`src/rtl/alu_arbiter.sv`:
```
// alu_arbiter: shares one combinational ALU between the EX stage (port 0)
// and a background requester (port 1). Port 0 has fixed priority. A wait
// counter lets port 1 win once it has lost MAX_WAIT eligible cycles in a row.
// Each port has a single registered result slot with a valid/ready handshake.

`ifndef DATA_WIDTH
`define DATA_WIDTH 32
`endif
`ifndef ALUADD
`define ALUADD 4'd0
`define ALUSUB 4'd1
`define ALUAND 4'd2
`define ALUOR  4'd3
`define ALUXOR 4'd4
`define ALUSLT 4'd5
`define ALUEQU 4'd6
`endif

module alu_arbiter #(
  parameter int DATA_WIDTH = `DATA_WIDTH,
  parameter int MAX_WAIT   = 4
) (
  input  logic                  clk,
  input  logic                  rst_n,
  // request port 0
  input  logic                  req0_valid,
  output logic                  req0_ready,
  input  logic [3:0]            req0_ctr,
  input  logic [DATA_WIDTH-1:0] req0_a,
  input  logic [DATA_WIDTH-1:0] req0_b,
  // request port 1
  input  logic                  req1_valid,
  output logic                  req1_ready,
  input  logic [3:0]            req1_ctr,
  input  logic [DATA_WIDTH-1:0] req1_a,
  input  logic [DATA_WIDTH-1:0] req1_b,
  // response port 0
  output logic                  rsp0_valid,
  input  logic                  rsp0_ready,
  output logic [DATA_WIDTH-1:0] rsp0_data,
  output logic                  rsp0_zero,
  // response port 1
  output logic                  rsp1_valid,
  input  logic                  rsp1_ready,
  output logic [DATA_WIDTH-1:0] rsp1_data,
  output logic                  rsp1_zero,
  // shared ALU
  output logic [3:0]            alu_ctr,
  output logic [DATA_WIDTH-1:0] alu_a,
  output logic [DATA_WIDTH-1:0] alu_b,
  input  logic [DATA_WIDTH-1:0] alu_out,
  input  logic                  alu_zero,
  // status
  output logic [7:0]            starve_cnt
);

  localparam logic [7:0] MAX_WAIT_C = 8'(MAX_WAIT);
  localparam logic [7:0] CNT_MAX    = 8'd255;

  logic free0_s;
  logic free1_s;
  logic elig0_s;
  logic elig1_s;
  logic starved_s;
  logic grant0_s;
  logic grant1_s;

  // Eligibility and grant: port 1 wins when starved or when port 0 is idle.
  // Grants are held off while reset is asserted so the ALU drive stays idle.
  always_comb begin
    free0_s   = ~rsp0_valid | rsp0_ready;
    free1_s   = ~rsp1_valid | rsp1_ready;
    elig0_s   = rst_n & req0_valid & free0_s;
    elig1_s   = rst_n & req1_valid & free1_s;
    starved_s = (starve_cnt >= MAX_WAIT_C);
    if (elig1_s && (starved_s || !elig0_s)) begin
      grant1_s = 1'b1;
    end else begin
      grant1_s = 1'b0;
    end
    grant0_s = elig0_s & ~grant1_s;
  end

  assign req0_ready = grant0_s;
  assign req1_ready = grant1_s;

  // Route the granted port's operands to the ALU; idle drive is all zeros.
  always_comb begin
    alu_ctr = 4'd0;
    alu_a   = {DATA_WIDTH{1'b0}};
    alu_b   = {DATA_WIDTH{1'b0}};
    if (grant1_s) begin
      alu_ctr = req1_ctr;
      alu_a   = req1_a;
      alu_b   = req1_b;
    end else if (grant0_s) begin
      alu_ctr = req0_ctr;
      alu_a   = req0_a;
      alu_b   = req0_b;
    end else begin
      alu_ctr = 4'd0;
      alu_a   = {DATA_WIDTH{1'b0}};
      alu_b   = {DATA_WIDTH{1'b0}};
    end
  end

  // Port 0 result slot: load on grant, release after the consumer accepts.
  always_ff @(posedge clk or negedge rst_n) begin
    if (!rst_n) begin
      rsp0_valid <= 1'b0;
      rsp0_data  <= {DATA_WIDTH{1'b0}};
      rsp0_zero  <= 1'b0;
    end else if (grant0_s) begin
      rsp0_valid <= 1'b1;
      rsp0_data  <= alu_out;
      rsp0_zero  <= alu_zero;
    end else if (rsp0_ready) begin
      rsp0_valid <= 1'b0;
    end else begin
      rsp0_valid <= rsp0_valid;
    end
  end

  // Port 1 result slot: load on grant, release after the consumer accepts.
  always_ff @(posedge clk or negedge rst_n) begin
    if (!rst_n) begin
      rsp1_valid <= 1'b0;
      rsp1_data  <= {DATA_WIDTH{1'b0}};
      rsp1_zero  <= 1'b0;
    end else if (grant1_s) begin
      rsp1_valid <= 1'b1;
      rsp1_data  <= alu_out;
      rsp1_zero  <= alu_zero;
    end else if (rsp1_ready) begin
      rsp1_valid <= 1'b0;
    end else begin
      rsp1_valid <= rsp1_valid;
    end
  end

  // Port 1 wait counter: counts eligible cycles lost to port 0, saturating.
  always_ff @(posedge clk or negedge rst_n) begin
    if (!rst_n) begin
      starve_cnt <= 8'd0;
    end else if (grant1_s || !req1_valid) begin
      starve_cnt <= 8'd0;
    end else if (elig1_s && grant0_s) begin
      if (starve_cnt != CNT_MAX) begin
        starve_cnt <= starve_cnt + 8'd1;
      end else begin
        starve_cnt <= starve_cnt;
      end
    end else begin
      starve_cnt <= starve_cnt;
    end
  end

endmodule
```
`config.mk`:
```
export PLATFORM = sky130hd
export DESIGN_NAME = alu_arbiter
export DESIGN_NICKNAME = d
export VERILOG_FILES = /design/src/rtl/alu_arbiter.sv
export SDC_FILE = /design/constraint.sdc
export NUM_CORES = 1
export LEC_CHECK = 0
export ABC_AREA = 1
export CAP_MARGIN = 20
export CORE_AREA = 2 2 124 126
export CTS_BUF_LIST = sky130_fd_sc_hd__clkbuf_4
export DETAILED_ROUTE_END_ITERATION = 7
export DIE_AREA = 0 0 126 128
export GPL_TIMING_DRIVEN = 0
export PLACE_DENSITY_LB_ADDON = 0.2
export SETUP_SLACK_MARGIN = 0.3
export SLEW_MARGIN = 20
export SYNTH_ARGS = -nofsm -noshare
export SYNTH_HDL_FRONTEND = slang
export SYNTH_SLANG_ARGS = --single-unit
```
`constraint.sdc`:
```
create_clock -name clk -period 1.46 [get_ports clk]
set_input_delay 0.292 -clock clk [delete_from_list [all_inputs] [get_ports clk]]
set_output_delay 0.292 -clock clk [all_outputs]
set_load 0.01 [all_outputs]
```
==> results of run 1 <==
report_power, final:
part | switching (W) | leakage, nW | internal [W]
sequential | 0.000212 | 0.953 | 0.00244
combinational | 0.00127 | 3.65 | 0.00162
clock | 0.000807 | 0.0631 | 0.000341
total | 0.00229 | 4.67 | 0.00440
worst max-delay path, cell delays in order, from the launching register on:
cell     delay, ns
dfrtp_1       0.42
nor2_1        0.12
nand3_2       0.15
a21oi_4       0.27
buf_6         0.18
buf_6         0.11
buf_6         0.10
buf_8         0.12
nand2_2       0.05
nand2_2       0.06
buf_6         0.10
worst paths after layout:
kind	endpoint	slack [ns]	cells past startpoint
worst max-delay path	alu_a[8]	-0.96	10
worst min-delay path	rsp1_data[5]	-0.30	1
worst max register to register	rsp0_data[17]	-0.91	17
worst min register to register	rsp1_data[15]	0.49	2
max in group asynchronous	rsp1_data[17]	0.08	3
min in group clk	starve_cnt[3]	0.21	3
final cells by class:
class	count	area, µm²	area share [%]
diodes	1	2.50	0.0282
flip-flops and latches	76	1900	21.4
well taps	188	235	2.65
repair buffers	410	3960	44.6
clock inverters	7	43.8	0.494
inverters	47	179	2.02
multi-input cells	409	2110	23.8
clock buffers	9	67.6	0.762
plain buffers	28	375	4.23
layer usage:
layer | wire, µm | global-route usage [%] | vias to the layer above | part of all wire (%)
li1 | - | - | 2519 | -
met1 | 7760 | 26.7 | 2308 | 41
met2 | 9820 | 37.3 | 178 | 51
met3 | 1270 | 5.51 | 20 | 6.6
met4 | 265 | 5.56 | 2 | 1.4
met5 | 13 | 0 | - | 0.068
sequential cells by signal, indices dropped and copies added, names as in the netlist:
name and cells:
rsp1_zero 1, rsp0_zero 1, rsp0_valid 1, rsp1_valid 1, starve_cnt 8, rsp1_data 32
rsp0_data 32
repair_timing:
action	in CTS	in global routing
gates cloned	7	7
endpoints found under the hold margin	76	70
pin swaps	31	33
setup buffers	36	36
setup endpoints to repair	222	222
resized for setup	537	284
stage by stage:
stage | worst slack [ns] | std cells | instance area (µm²) | setup TNS [ns]
detailed placement | -1.77 | 1069 | 7420 | -177.84
CTS | -1.04 | 1128 | 8120 | -85.61
floorplan | -0.221 | 560 | 3960 | -13.92
global route | -1.09 | 1175 | 8870 | -117.61
finish | -0.958 | 1175 | 8870 | -98.76
global placement | -4.36 | 1068 | 7400 | -764.82
cell families after synthesis:
kind of cell / share of synthesized area, %
DFF: 49.1
adders and majority gates: 0.647
buffers and inverters: 8.54
and+or+nand+nor: 36.0
AOI/OAI and AO/OA: 5.69
cells in the final DEF, fill, tap and decap left out:
| cell | n |
|---|---|
| inv_4 | 1 |
| inv_1 | 43 |
| buf_2 | 42 |
| buf_6 | 108 |
| clkinvlp_4 | 1 |
| o21ai_1 | 16 |
| a21oi_1 | 1 |
| nor2_1 | 6 |
| nand2_2 | 97 |
| dlymetal6s2s_1 | 2 |
| o21ai_0 | 13 |
| clkbuf_8 | 1 |
| nand2_1 | 232 |
| nand3_2 | 2 |
| clkbuf_2 | 41 |
| nand2_4 | 23 |
| nor2_2 | 5 |
| clkinv_4 | 2 |
| diode_2 | 1 |
| dfrtp_1 | 76 |
| inv_2 | 2 |
| o21ai_2 | 5 |
| a21oi_2 | 2 |
| clkinv_1 | 2 |
| nand3_1 | 2 |
| clkbuf_16 | 8 |
| ha_1 | 2 |
| a21oi_4 | 1 |
| buf_12 | 5 |
| clkbuf_4 | 9 |
| nand3_4 | 1 |
| clkdlybuf4s50_1 | 172 |
| buf_8 | 17 |
| buf_4 | 36 |
| buf_16 | 3 |
| clkinv_2 | 3 |
| dlygate4sd3_1 | 3 |
| o21bai_4 | 1 |
==> results.md, run 1 <==
Clocking:
- The deepest level of the CTS H-tree is 3.
- CTS placed an instance of clkbuf_4 at the clock tree root.
- TritonCTS built the clock tree.
- The number of clock sinks is 76.
- The buffer depth of the longest clock path is 2.
- For the worst-skew pair, the clock arrives at the later sink with an insertion delay of roughly 0.45 ns.
- Clock-pin slew was measured on the worst setup and hold paths at 0.15 ns.
- Counting the buffers created by CTS gives 9.

STA:
- For this run, the top clock speed supported by timing is just over 400 MHz.
- The final number of max-transition violations is 0.
- The post-layout worst setup margin is -0.958 ns.
- Counting I/O delays and the setup requirement, the final critical path takes 2.42 ns.
- In this run the tightest slew margin relative to its limit is 38.9%.
- Setup violations remaining at the end of the flow were counted as 149.
- The tightest hold margin is -0.301 ns.
- Setup repair after global routing could not meet its margin everywhere.
- At the pin with the least slew margin, the transition time is about 0.91 ns.
- The final critical path takes up 166% of the cycle.
- The number of hold violations in the final report is 37.
- The clock arrives with around 0.032 ns of skew.

Die:
- The core region is between 10000 and 15000 µm².
- The initialized floorplan defines 45 standard-cell rows.
- The floorplan die height is 128 µm.
- The starting utilization of the core area is 26.0%.
- The area of the die is approximately 16000 µm².
- The I/O pin total is 321.
- The horizontal die dimension is roughly 130 µm.

Setup path:
- In this run the worst setup path begins at starve_cnt[5].
- The data required time of the critical path is 1.17 ns.
- STA classifies the critical path endpoint as an output port.
- The worst setup path is of the reg2out kind.
- The startpoint of the most critical register-to-register path is rsp1_valid.
- The startpoint type of the worst setup path is a flip-flop.
- Of all nets on the critical path, the largest fanout is 6.
- For the worst setup path, the data arrival time is ~2.1 ns.

Logic synthesis:
- The synthesized design devotes to its leading area cell type 49.1% of total area.
- The synthesized design contains 76 register bits.
- The sequential share of the synthesized area is 49.1%.
- In this run, distinct cell masters in the synthesized netlist total 17.
- When the netlist entered floorplanning its net count stood at ~740.
- In this run the mean area of a mapped cell was between 6 and 7 µm².
- The total number of yosys warnings is 0.
- The number of enable-type register cells in the synthesized netlist is 0.
- After synthesis, the cell types taking the most area are dfrtp_1 49%, nand2_1 34%, inv_1 4.3%.
- Counting flops with an async set or reset pin after synthesis yields a share of 100%.
- Counting instances in the post-synthesis netlist gives the leading cell types as 352 x nand2_1, 76 x dfrtp_1, 44 x inv_1.
- The commonest register cell after synthesis is dfrtp_1.
- The most common cell in the netlist is nand2_1.
- The cell area after technology mapping is a little under 4000 µm².
- The cell count after synthesis came out at 560.
- The biggest area consumer among synthesized cells is dfrtp_1.

Placement:
- The count of buffers added on input and output ports is 320.
- At the end of routability-driven placement, the weighted congestion stood at approximately 0.8.
- Detailed placement finished with a half-perimeter wire length of 13100 µm.

Detailed routing:
- In this run, the number of DRC markers left after iteration 0 of detailed routing was 162.
- The routed wire length per instance is approximately 16 µm.
- For this block, the routed nets add up to about 19000 µm of wire.
- The mean number of vias per cell is 4.28.
- The first detailed-routing pass ran for 4 iterations.
- The remaining design rule violation count is 0.
- The via total after detailed routing is 5027.
- The detail route stage leaves a number of antenna-violating nets equal to 0.

Power:
- For this design the ratio of total power to cell area is 754 nW/µm².
- The completed layout was analyzed and its total power is 0.00668 W.
- IR analysis of the VDD net gives a maximum drop of 0.630 mV.
- The analysis attributes to cell leakage a power of roughly 4.7 nW.

Cells and area:
- In the final layout, the share of cells above drive strength 1 is 42.2%.
- Fill cells in the final layout number 1376.
- The share of the core filled with cells is 59.7%.
- The layout overhead on the synthesized area is 129%.
- The final layout contains roughly 1200 nets.

Run status:
- The checks that failed: hold timing, setup timing.
- The run finished, with violations left.

Min path:
- The path class of the tightest hold or removal check is in2async.

GRT:
- Entering global routing, the biggest net connects 42 pins.
- The initial antenna violation count is 2.
- The leftover overflow at the end of global routing is 0.
- Global routing used 21.5% of the available tracks.
- The via count of the first global-routing pass came to 4641.
- The wire length of the first global-routing pass is 26800 µm.

Flow run:
- The number of max-cap violations is 0.
Note: power is estimated with default switching activity, not from simulation.
==> run 2: changes to the inputs <==
- CTS_CLUSTER_SIZE: not set -> 14
==> results of run 2 <==
The final DEF is identical to that of run 1; final timing and power are the same.
==> run 3: changes to the inputs <==
- CTS_BUF_LIST: sky130_fd_sc_hd__clkbuf_4 -> sky130_fd_sc_hd__clkbuf_4 sky130_fd_sc_hd__clkbuf_8
==> results.md, run 3 (synthesis results as in run 1) <==
Min path:
- The startpoint of the most critical hold path is req0_valid.
- The worst hold-check path type is in2reg.
- Along the worst hold path, the cell count comes to 3.
- The worst hold endpoint is rsp0_valid.

STA:
- Setup repair after global routing could not meet its margin everywhere.
- The minimum clock period after layout came to 2.35 ns (-0.0711 ns).
- The count of final setup violators was 146 (-2.0%).
- The transition time of the tightest slew-check pin is 0.933 ns (+0.0203 ns).
- The final number of max-transition violations came to 0 (unchanged).
- The post-layout worst setup margin was -0.887 ns (+0.0711 ns).
- The headroom to the max-slew limit came to 37.6% (-1.4 points).
- The final setup skew is 0.0146 ns (-0.0170 ns).
- The maximum clock rate is 426 MHz (+3.0%).
- The portion of the clock cycle consumed by the worst path in the final layout is 161% (-4.9 points).
- The number of hold violations in the final report came to 0 (-100%).

Clocking:
- The buffer depth of the longest clock path is 2 (unchanged).
- CTS placed an instance of clkbuf_8 at the clock tree root.
- The clock input transition at the sequential cells of the worst setup and hold paths is 0.09 ns (-0.06 ns).
- The number of clock sinks is 76 (unchanged).
- The clock tree from TritonCTS is done.
- The insertion delay of the later-clocked pin in the worst-skew pair is 0.36 ns (-0.09 ns).
- The clock buffer count from CTS came to 9 (unchanged).
- The deepest level of the CTS H-tree is 3 (unchanged).

Run status:
- The checks that failed: setup timing.
- The flow ran to the end, but the final reports show violations.

Power:
- The total leakage power is 4.68 nW (+0.36%).
- The power per standard cell area is 793 nW/µm² (+5.2%).
- The maximum resistive drop on vdd is 0.657 mV (+4.3%).
- The total power draw is 0.00708 W (+6.0%).

Detailed routing:
- The count of nets left with antenna violations after detail routing came to 0 (unchanged).
- The via total after detailed routing came to 5024 (-0.060%).
- The violation count after the first detailed-route iteration is 139 (-14%).
- The routed wire length per instance is 16.6 µm (+1.7%).
- The total wire length was 19400 µm (+1.2%).
- The mean number of vias per cell came to 4.30 (+0.45%).
- The remaining design rule violation count came to 0 (unchanged).
- The total iterations of the first detailed-routing run is 6 (+2).

Die:
- The starting utilization of the core area came to 26.0% (unchanged).
- The area of the die came to 16100 µm² (unchanged).
- The I/O pin total was 321 (unchanged).
- The horizontal die dimension is 126 µm (unchanged).
- The floorplan die height is 128 µm (unchanged).
- The placeable core area is 14900 µm² (unchanged).
- The floorplan row count is 45 (unchanged).

Cells and area:
- The antenna cell count is 0 (-1).
- The filler cell count came to 1382 (+0.44%).
- The area taken by multi-input logic gates is 2110 µm² (+0.18%).
- The number of nets in the layout is 1153 (-0.43%).
- The sequential cell area came to 1900 µm² (unchanged).
- The proportion of layout cells with a drive suffix above 1 is 42.2% (about the same).
- Leaving out fill and tap cells, the most frequent cell in the layout is nand2_1.
- The library cells used most frequently in the layout, excluding fill and tap cells, are 247 x nand2_1, 171 x clkdlybuf4s50_1, 96 x buf_6.
- The largest registers in the layout are rsp0_data: 32 flops, rsp1_data: 32 flops, starve_cnt: 8 flops.
- The final non-filler cell area is 8930 µm² (+0.73%).
- The layout overhead on the synthesized area is 131%.

Setup path:
- The number of buffers and inverters on the critical path is 5 (unchanged).
- The startpoint of the most critical register-to-register path is starve_cnt[4].
- By instance count, the cell type seen most on the critical path is buf_6.
- The number of cells on the worst reg-to-reg path came to 17 (unchanged).
- The peak per-stage delay on the critical path is 0.41 ns (about the same).
- The family with the most delay on the worst path is buffers and inverters.
- Traced cell by cell, the critical path runs through nor2_2, nand3_2, a21oi_4, buf_4, buf_6, buf_8, buf_6, nand2_1, nand2_2, buf_2.
- The data arrival time of the critical path is 2.06 ns (-0.07 ns).
- The kind of end point of the critical path is an output port.
- The maximum fanout along the worst path is 5 (-1).
- The type of the worst setup path is reg2out.
- The data required time of the critical path is 1.17 ns (about the same).
- The worst setup path is launched from a flip-flop.
- The worst register-to-register path ends at rsp0_data[19].
- On the critical path, the stage with the largest delay is an instance of dfrtp_1.
- The minimum setup slack among reg-to-reg paths is -0.83 ns (+0.08 ns).

GRT:
- The maximum number of pins on one net before global-route repair is 40 (-4.8%).
- The via count of the first global-routing pass is 4469 (-3.7%).
- The wire length of the first global-routing pass is 26400 µm (-1.6%).
- The initial antenna violation count is 1 (-1).
- The overall global routing resource usage came to 21.3% (-0.23 points).
- The leftover overflow at the end of global routing is 0 (unchanged).

Placement:
- The HPWL after detailed placement is 13100 µm (unchanged).
- The routability-driven placement congestion ratio was 0.814 (unchanged).
- The setup slack after placement is -1.77 ns (unchanged).
- The number of input and output port buffers inserted was 320 (unchanged).
- The standard cell area after detailed placement is 7420 µm² (unchanged).

Flow run:
- The number of max-cap violations is 0 (unchanged).
run 3: cell count changes in the layout (fill, tap and decap cells not counted), moves of 3 or more:
cell	delta
clkbuf_4	-9
o21ai_1	-7
o21ai_0	-12
clkbuf_8	+10
buf_2	+6
nand2_2	-9
buf_4	-6
nand2_1	+15
clkbuf_2	+3
o21ai_2	+19
buf_6	-12
nand2_4	-6
run 3: layout make-up:
type	instances	area share [%]
repair buffers	405	43.7
well taps	188	2.63
clock buffers	10	1.54
clock inverters	6	0.448
inverters	47	2.03
plain buffers	28	4.73
flip-flops and latches	76	21.3
multi-input cells	409	23.7
run 3: worst max path at each step:
stage                       start   endpoint  slack, ns  cells past startpoint
CTS                 starve_cnt[7]  alu_b[20]      -0.91                     10
global placement            rst_n  alu_a[14]      -4.36                     10
finish              starve_cnt[4]   alu_b[5]      -0.89                     10
global route        starve_cnt[4]   alu_a[9]      -1.01                     10
detailed placement          rst_n  alu_a[14]      -1.77                     11
floorplan           starve_cnt[3]   alu_a[0]      -0.22                      8
run 3: timing repair:
action / 4_1_cts / 5_1_grt
endpoints found under the setup margin: 222 / 222
pin swaps: 21 / 16
buffers inserted: 23 / 41
hold endpoints to repair: 37 / 56
gates resized for setup: 453 / 359
gates cloned: 9 / 6
run 3: worst register-to-register path: cells and delay by family (launching register included):
kind            cells  cell delay (ns)
compound gates      2             0.34
buf+inv            12             1.18
flops               1             0.41
simple gates        3             0.31
run 3: through the flow:
stage               hold WS (ns)  util, %  instances  TNS (ns)
finish                     0.267     60.1       1169    -99.04
global route               0.289     60.1       1169   -118.16
CTS                       -0.231     54.7       1117    -75.63
detailed placement         0.302     49.9       1069   -177.84
global placement           0.463     49.8       1068   -764.82
floorplan               -0.00359        -        560    -13.92
run 3: where the power goes:
part	total, W	internal (W)	switching (W)
sequential	0.00265	0.00244	0.000211
clock	0.00149	0.000660	0.000833
combinational	0.00294	0.00165	0.00129
run 3: metal layers:
layer	wire [µm]	vias up	share of wire [%]	track usage, %
met5	13	-	0.067	0
met4	259	2	1.3	5.30
met3	1320	20	6.8	5.63
met2	9950	182	51	36.4
met1	7810	2314	40	26.8
li1	-	2506	-	-
